File: config.mk
export PLATFORM = sky130hd
export DESIGN_NAME = pcie_tx_mrd_arb
export DESIGN_NICKNAME = d
export VERILOG_FILES = /design/src/rtl/pcie_tx_mrd_arb_pkg.sv /design/src/rtl/pcie_tx_mrd_arb_cnt.sv /design/src/rtl/pcie_tx_mrd_arb.sv
export SDC_FILE = /design/constraint.sdc
export NUM_CORES = 1
export LEC_CHECK = 0
export BUFFER_PORTS_ARGS = -buffer_cell sky130_fd_sc_hd__buf_2
export CORE_MARGIN = 3
export CORE_UTILIZATION = 38
export CTS_CLUSTER_SIZE = 10
export DETAILED_ROUTE_END_ITERATION = 16
export PLACE_DENSITY_LB_ADDON = 0.1
export RECOVER_POWER = 50
export SYNTH_ARGS = -nofsm -noshare
export SYNTH_HDL_FRONTEND = slang
export SYNTH_SLANG_ARGS = --single-unit
File: constraint.sdc
create_clock -name pcie_user_clk -period 2.1 [get_ports pcie_user_clk]
set_input_delay 0.105 -clock pcie_user_clk [delete_from_list [all_inputs] [get_ports pcie_user_clk]]
set_output_delay 0.105 -clock pcie_user_clk [all_outputs]
set_load 0.02 [all_outputs]
File: src/rtl/pcie_tx_mrd_arb_pkg.sv
// Shared definitions for the two-source PCIe MRd request arbiter.
package pcie_tx_mrd_arb_pkg;

  typedef enum logic {
    ST_IDLE  = 1'b0,
    ST_ISSUE = 1'b1
  } state_t;

  localparam logic SRC_PRP  = 1'b0;
  localparam logic SRC_DATA = 1'b1;

  localparam int MRD_TAG_W = 8;
  localparam int MRD_LEN_W = 11;

  function automatic int cnt_width(input int max_out);
    return $clog2(max_out + 1);
  endfunction

endpackage

File: src/rtl/pcie_tx_mrd_arb_cnt.sv
// Outstanding-read counter for one source: +1 per grant, -1 per completed read,
// with a sticky flag when a completion arrives while nothing is outstanding.
module mrd_outstanding_cnt #(
  parameter int C_MAX_OUTSTANDING = 8,
  parameter int L_CNT_WIDTH       = 4
) (
  input  logic pcie_user_clk,
  input  logic pcie_user_rst,
  input  logic i_inc,
  input  logic i_dec,
  output logic o_at_limit,
  output logic o_underflow
);

  localparam logic [L_CNT_WIDTH-1:0] L_MAX = L_CNT_WIDTH'(C_MAX_OUTSTANDING);

  logic [L_CNT_WIDTH-1:0] r_cnt;
  logic                   r_underflow;

  always_ff @(posedge pcie_user_clk) begin
    if (pcie_user_rst) begin
      r_cnt       <= '0;
      r_underflow <= 1'b0;
    end else begin
      case ({i_inc, i_dec})
        2'b10:   r_cnt <= r_cnt + L_CNT_WIDTH'(1);
        2'b01: begin
          // a completion with nothing outstanding is an upstream bug: flag it, hold at 0
          if (r_cnt == '0) r_underflow <= 1'b1;
          else             r_cnt       <= r_cnt - L_CNT_WIDTH'(1);
        end
        default: r_cnt <= r_cnt;
      endcase
    end
  end

  assign o_at_limit  = (r_cnt >= L_MAX);
  assign o_underflow = r_underflow;

endmodule

File: src/rtl/pcie_tx_mrd_arb.sv
// Round-robin arbiter of PRP-fetch and TX-data MRd requests onto the TLP engine
// request port, with a per-source cap on reads awaiting completion.
module pcie_tx_mrd_arb
  import pcie_tx_mrd_arb_pkg::*;
#(
  parameter int C_PCIE_ADDR_WIDTH = 48,
  parameter int C_MAX_OUTSTANDING = 8
) (
  input  logic                         pcie_user_clk,
  input  logic                         pcie_user_rst,
  input  logic                         prp_mrd_req,
  input  logic [MRD_TAG_W-1:0]         prp_mrd_tag,
  input  logic [12:2]                  prp_mrd_len,
  input  logic [C_PCIE_ADDR_WIDTH-1:2] prp_mrd_addr,
  output logic                         prp_mrd_req_ack,
  input  logic                         data_mrd_req,
  input  logic [MRD_TAG_W-1:0]         data_mrd_tag,
  input  logic [12:2]                  data_mrd_len,
  input  logic [C_PCIE_ADDR_WIDTH-1:2] data_mrd_addr,
  output logic                         data_mrd_req_ack,
  input  logic                         prp_cpl_done,
  input  logic                         data_cpl_done,
  output logic                         tx_mrd_req,
  output logic [MRD_TAG_W-1:0]         tx_mrd_tag,
  output logic [12:2]                  tx_mrd_len,
  output logic [C_PCIE_ADDR_WIDTH-1:2] tx_mrd_addr,
  input  logic                         tx_mrd_req_ack,
  output logic                         cnt_underflow_err
);

  localparam int L_CNT_WIDTH = cnt_width(C_MAX_OUTSTANDING);

  state_t                       r_state;
  logic                         r_last_grant;
  logic                         r_tx_req;
  logic [MRD_TAG_W-1:0]         r_tag;
  logic [12:2]                  r_len;
  logic [C_PCIE_ADDR_WIDTH-1:2] r_addr;
  logic                         r_prp_ack;
  logic                         r_data_ack;

  logic [1:0] w_req, w_dec, w_elig, w_inc, w_at_limit, w_underflow;
  logic       w_grant, w_win;

  assign w_req  = {data_mrd_req, prp_mrd_req};
  assign w_dec  = {data_cpl_done, prp_cpl_done};
  assign w_elig = w_req & ~w_at_limit;

  // on a tie the source not served last wins; otherwise whichever is eligible
  assign w_win   = (&w_elig) ? ~r_last_grant : w_elig[SRC_DATA];
  assign w_grant = (r_state == ST_IDLE) && (|w_elig);
  assign w_inc[SRC_PRP]  = w_grant && (w_win == SRC_PRP);
  assign w_inc[SRC_DATA] = w_grant && (w_win == SRC_DATA);

  generate
    for (genvar gi = 0; gi < 2; gi++) begin : g_cnt
      mrd_outstanding_cnt #(
        .C_MAX_OUTSTANDING(C_MAX_OUTSTANDING),
        .L_CNT_WIDTH      (L_CNT_WIDTH)
      ) u_cnt (
        .pcie_user_clk(pcie_user_clk),
        .pcie_user_rst(pcie_user_rst),
        .i_inc        (w_inc[gi]),
        .i_dec        (w_dec[gi]),
        .o_at_limit   (w_at_limit[gi]),
        .o_underflow  (w_underflow[gi])
      );
    end
  endgenerate

  always_ff @(posedge pcie_user_clk) begin
    if (pcie_user_rst) begin
      r_state      <= ST_IDLE;
      r_last_grant <= SRC_DATA;
      r_tx_req     <= 1'b0;
      r_tag        <= '0;
      r_len        <= '0;
      r_addr       <= '0;
      r_prp_ack    <= 1'b0;
      r_data_ack   <= 1'b0;
    end else begin
      r_prp_ack  <= 1'b0;
      r_data_ack <= 1'b0;
      case (r_state)
        ST_IDLE: begin
          if (w_grant) begin
            r_state      <= ST_ISSUE;
            r_tx_req     <= 1'b1;
            r_last_grant <= w_win;
            if (w_win == SRC_DATA) begin
              r_tag      <= data_mrd_tag;
              r_len      <= data_mrd_len;
              r_addr     <= data_mrd_addr;
              r_data_ack <= 1'b1;
            end else begin
              r_tag     <= prp_mrd_tag;
              r_len     <= prp_mrd_len;
              r_addr    <= prp_mrd_addr;
              r_prp_ack <= 1'b1;
            end
          end
        end
        ST_ISSUE: begin
          // staying here at least one cycle lets the served source drop req
          if (tx_mrd_req_ack) begin
            r_tx_req <= 1'b0;
            r_state  <= ST_IDLE;
          end
        end
        default: r_state <= ST_IDLE;
      endcase
    end
  end

  assign prp_mrd_req_ack   = r_prp_ack;
  assign data_mrd_req_ack  = r_data_ack;
  assign tx_mrd_req        = r_tx_req;
  assign tx_mrd_tag        = r_tag;
  assign tx_mrd_len        = r_len;
  assign tx_mrd_addr       = r_addr;
  assign cnt_underflow_err = |w_underflow;

endmodule

# After elaboration in Yosys (flattened, before gate mapping)
# Index checks and enable logic that the tools add are counted.
dict set report classes {
  addsub 4
  n_lt_le_gt_ge 2
  eq_ne 8
  muxes 16
  n_bitwise 6
  n_reduce_logical 17
}
# cell n
set ops {}
lappend ops {{$mux W46} 1}
lappend ops {{$pmux W4 S2} 2}
lappend ops {{$reduce_and A2 Y1} 7}
lappend ops {{$mux W11} 1}
lappend ops {{$add A4 B1 Y4 const B} 2}
lappend ops {{$ge A4 B4 Y1 const B} 2}
lappend ops {{$logic_not A4 Y1} 2}
lappend ops {{$mux W4} 2}
lappend ops {{$mux W8} 1}
lappend ops {{$ne A2 B2 Y1 const B} 4}
lappend ops {{$sub A4 B1 Y4 const B} 2}
lappend ops {{$mux W1} 7}
lappend ops {{$eq A2 B1 Y1 const B} 2}
lappend ops {{$eq A2 B2 Y1 const B} 2}
lappend ops {{$not A1 Y1} 4}
lappend ops {{$pmux W1 S2} 2}
lappend ops {{$reduce_bool A2 Y1} 2}
lappend ops {{$reduce_or A2 Y1} 2}
lappend ops {{$logic_and A1 B1 Y1} 3}
lappend ops {{$reduce_or A3 Y1} 1}
lappend ops {{$and A2 B2 Y2} 1}
lappend ops {{$not A2 Y2} 1}
dict set report totals {
  regBits 80
  in_bits 137
  out_inout_bits 69
  wordCells 65
}

# Depth between registers and ports, before layout
dict set report logic_depth {
  word_depth 10
  mapped_depth 9
  mapped_depth_nobuf 8
}

# Modules after synthesis
# A second synthesis with hierarchy kept.
dict set report unflattened {
  cells_unflattened 389
  hier_area_um2 3796.1
}
# mod instances cells_per_inst area_each_um2
set by_module_without_submodules {}
lappend by_module_without_submodules {pcie_tx_mrd_arb 1 321 3193.1}
lappend by_module_without_submodules {mrd_outstanding_cnt 2 34 301.5}

# Worst setup path after synthesis
# Ideal clock, no wire load.
dict set report synth_timing {
  kind {register to register}
  start {register r_state}
  end {register g_cnt[1].u_cnt.r_cnt[2]}
  arrival_time_ns 2.163
  path_slack_ns -0.186
  stages_incl_launch_ff 8
  period_less_slack_ns 2.286
  cell_sequence {dfxtp_1 -> or3b_4 -> o21ai_1 -> xnor2_1 -> ha_1 -> or4b_1 -> a2bb2oi_1 -> mux2_1}
}
dict set report synth_between {
  elab_chain_cells 6
  elab_cells_between_ends 9
}
# item line
set synth_lines {}
lappend synth_lines {{from (decl)} pcie_tx_mrd_arb.sv:33} ;# state_t r_state;
lappend synth_lines {{from (signal assigned)} pcie_tx_mrd_arb.sv:73} ;# r_state <= ST_IDLE;
lappend synth_lines {{from (signal assigned)} pcie_tx_mrd_arb.sv:87} ;# r_state <= ST_ISSUE;
lappend synth_lines {{from (signal assigned)} pcie_tx_mrd_arb.sv:107} ;# r_state <= ST_IDLE;
lappend synth_lines {{$not A1 Y1 (*)} n/a}
lappend synth_lines {{$logic_and A1 B1 Y1 (*)} pcie_tx_mrd_arb.sv:51} ;# assign w_grant = (r_state == ST_IDLE) && (|w_elig);
lappend synth_lines {{$logic_and A1 B1 Y1 (*)} pcie_tx_mrd_arb.sv:53} ;# assign w_inc[SRC_DATA] = w_grant && (w_win == SRC_DATA);
lappend synth_lines {{$eq A2 B1 Y1 / $eq A2 B2 Y1 (equally long branches)} pcie_tx_mrd_arb_cnt.sv:25} ;# case ({i_inc, i_dec})
lappend synth_lines {{$ne A2 B2 Y1 (no source line) / $reduce_bool A2 Y1 (equally long branches)} n/a}
lappend synth_lines {{$reduce_and A2 Y1 (no source line)} n/a}
lappend synth_lines {{to (signal assigned)} pcie_tx_mrd_arb_cnt.sv:26} ;# 2'b10: r_cnt <= r_cnt + L_CNT_WIDTH'(1);
lappend synth_lines {{to (signal assigned)} pcie_tx_mrd_arb_cnt.sv:30} ;# else r_cnt <= r_cnt - L_CNT_WIDTH'(1);
lappend synth_lines {{to (signal assigned)} pcie_tx_mrd_arb_cnt.sv:32} ;# default: r_cnt <= r_cnt;
lappend synth_lines {{to (decl)} pcie_tx_mrd_arb_cnt.sv:17} ;# logic [L_CNT_WIDTH-1:0] r_cnt;
# Mark *: on every way between the ends. The rest lies on a longest branch, timed or not.
# A chain may end at the register's enable or synchronous reset.

# Worst setup path in the final report
# Ends and elaborated chain as after synthesis.

==> metrics <==
hold endpoint tx_mrd_addr[18]; XOR/XNOR share of the synthesized area 1.10%; Crit path arrival time 2.42 ns; upper clock frequency limit 456 MHz; GRT Total Usage 20.5%; CP Class reg2reg; Worst-Skew Late Latency 0.33 ns; Die Area 9540 um2; # setup viols final 1; CP max FO 2; peak supply drop 0.462 mV; FF-to-FF End g_cnt[1].u_cnt.r_cnt[2]; reg2reg start r_state; Synth area leader dfxtp_1; Yosys cell types 42; Num CTS Buffers 9; Cells after Synth 322; Hold/Removal Path Class in2reg; largest net degree at the start of global routing 44; ys flop type dfxtp_1; Hold Path Depth 3; CP required 2.33 ns; share of layout cells above drive strength 1 34.0%; max_slew headroom 57.7%; post-DR vias/cell 5.37; Post-Synth Adder-Cell Area 0.784%; Pwr Density 850 nW/um2; Total Power 3.94 mW; Setup Skew 0.00789 ns; Detail Route Antenna Nets 0; FFs w/ async S/R, synth 0%; WL met2 4960 um; final worst slack -0.0908 ns; synthesized net count 461; Synth Area in Compound Gates 25.0%; FF+latch count, synth 80; Ports 206; PortBufs 205; top layer in use met4; iteration-0 DRC count of the detailed router 265; Leak 2.00 nW; Ys Warns 0; R2R Setup Slk -0.09 ns; register area share after synthesis 50.2%; RSZ-0062 raised after global routing true; area grow syn2layout 45.1%; global-route wire length before repair 16300 um; min Tclk post-route 2.19 ns; Rows 32; H-Tree Depth 3; vias in the first global route 3392; ranking of synthesized cells by area dfxtp_1, a222oi_1, nor2_1; post-synthesis mux area share 2.16%; HPWL after detailed placement 7300 um; Max Cap Viol 0; Metal-1 WL 4010 um; clock sinks 80; n_diodes 0; final hold violations 0; Worst Hold Launch data_mrd_addr[18]; antenna violations before repair 0; # fillers 764; detailed-route DRC error count 0; final core utilization 58.4%; DRT Pass-1 Iters 6; Die X 97.7 um; CTS Buffer Depth 2; slew of the pin with the lowest slew margin 0.634 ns; routed wl met3 979 um; Initial Utilization 40.3%; CP Launch Type register; crit end category register; count of final max-slew check failures 0; clk slew on worst S/H paths 0.09 ns; fraction of the cycle the final worst path needs 104%; Total Wirelength 10100 um; worst reg2reg path depth 7; Via Count 3471; die height 97.7 um; CTS tree yes; status finished with violations; largest family of logic cells by synthesized area compound AO/OA/AOI/OAI gates; CTS root buf clkbuf_8; total gr overflow 0; violated checks setup timing; RePlAce Congestion 0.792; post-synthesis simple-gate area fraction 15.4%; Final Net Count 678; area share of the largest cell type after synthesis 50.2%; Cell Area, Synth 3190 um2; Mean Syn Cell Area 9.92 um2; core area 7930 um2; Wirelength per Cell 15.6 um; Post-synth EDFFs 0
-- stage by stage --
step	instance area [um2]	setup TNS [ns]	hold WS (ns)	std cells	worst slack [ns]
after detailed placement	4370	-0.106	0.316	618	-0.106
after global routing	4630	-0.173	0.0164	646	-0.153
after global placement	4370	-0.0714	0.305	618	-0.0714
after floorplan	3200	-0.139	0.204	322	-0.139
after CTS	4730	-0.112	0.00320	646	-0.112
final	4630	-0.0908	0.0208	646	-0.0908
-- area by class of cell --
| type | count | area (um2) | share of cell area, % |
|---|---|---|---|
| flip-flops and latches | 80 | 1600 | 34.6 |
| multi-input cells | 207 | 1470 | 31.6 |
| repair buffers | 236 | 1190 | 25.7 |
| clock buffers | 10 | 138 | 2.97 |
| well taps | 102 | 128 | 2.75 |
| clock inverters | 6 | 90.1 | 1.94 |
| inverters | 5 | 18.8 | 0.405 |
-- cell usage in the layout, fill, tap and decap left out, types with 3 or more instances in the layout --
cell type and n:
inv_1 5, clkbuf_1 71, dlygate4sd3_1 11, a21oi_1 3, buf_2 136, nor2_1 62, nor4_1 4, clkbuf_8 10
o21ai_1 11, dfxtp_1 80, xnor2_1 3, a22oi_1 11, nor2b_1 6, a222oi_1 54, nand2b_1 5, nand2_1 14
buf_4 17
-- critical path: stages (launching register included) --
cell       delay [ns]
dfxtp_1          0.32
or3b_4           0.40
o21ai_2          0.15
xnor2_1          0.09
ha_2             0.18
or4b_4           0.51
a2bb2oi_2        0.15
mux2_4           0.30
-- kinds of logic after synthesis --
logic type | Yosys count
AOI/OAI and AO/OA | 91
xor gates and xnor gates | 4
adders and majority gates | 2
buffers and inverters | 35
DFF | 80
muxes | 6
and+or+nand+nor | 104
-- worst max path at each step --
stage,startpoint,endpoint,cells past startpoint
3_3_place_gp,g_cnt[1].u_cnt.r_cnt[3],g_cnt[1].u_cnt.r_cnt[2],7
4_1_cts,r_state,g_cnt[1].u_cnt.r_cnt[2],7
2_1_floorplan,r_state,g_cnt[1].u_cnt.r_cnt[2],7
6_report,r_state,g_cnt[1].u_cnt.r_cnt[2],7
5_1_grt,r_state,g_cnt[1].u_cnt.r_cnt[2],7
3_5_place_dp,g_cnt[1].u_cnt.r_cnt[3],g_cnt[1].u_cnt.r_cnt[2],7
-- sequential cells by signal, indices dropped and copies added (netlist names) --
register	cells
data_mrd_req_ack	1
tx_mrd_len	11
prp_mrd_req_ack	1
r_state	1
tx_mrd_req	1
r_last_grant	1
tx_mrd_addr	46
tx_mrd_tag	8
g_cnt.u_cnt.r_cnt	8
g_cnt.u_cnt.o_underflow	2
-- power by group --
group	leakage (nW)	internal, mW	switching (mW)
registers	0.659	1.66	0.0958
logic	1.23	0.402	0.515
clock network	0.113	0.709	0.556
-- layer usage --
layer	vias up	GRT usage, %
met5	-	0
met4	0	7.14
met3	11	5.74
met2	189	35.3
met1	1590	24.3
li1	1681	-
-- cells in the mapped netlist (all sizes together) (4+ instances only) --
master   n
dfxtp   80
nor2    63
a222oi  54
buf     17
nand2   14
clkbuf  13
o21ai   12
a22oi   11
nor2b    6
inv      5
nand2b   5
mux2     4
nor4     4
-- timing repair --
action,4_1_cts,5_1_grt
endpoints found under the setup margin,1,2
gates resized for setup,5,1
hold buffers,11,0
endpoints found under the hold margin,11,0
buffers inserted,1,0
pin swaps,3,2
Power figures use the tool's default switching activity.
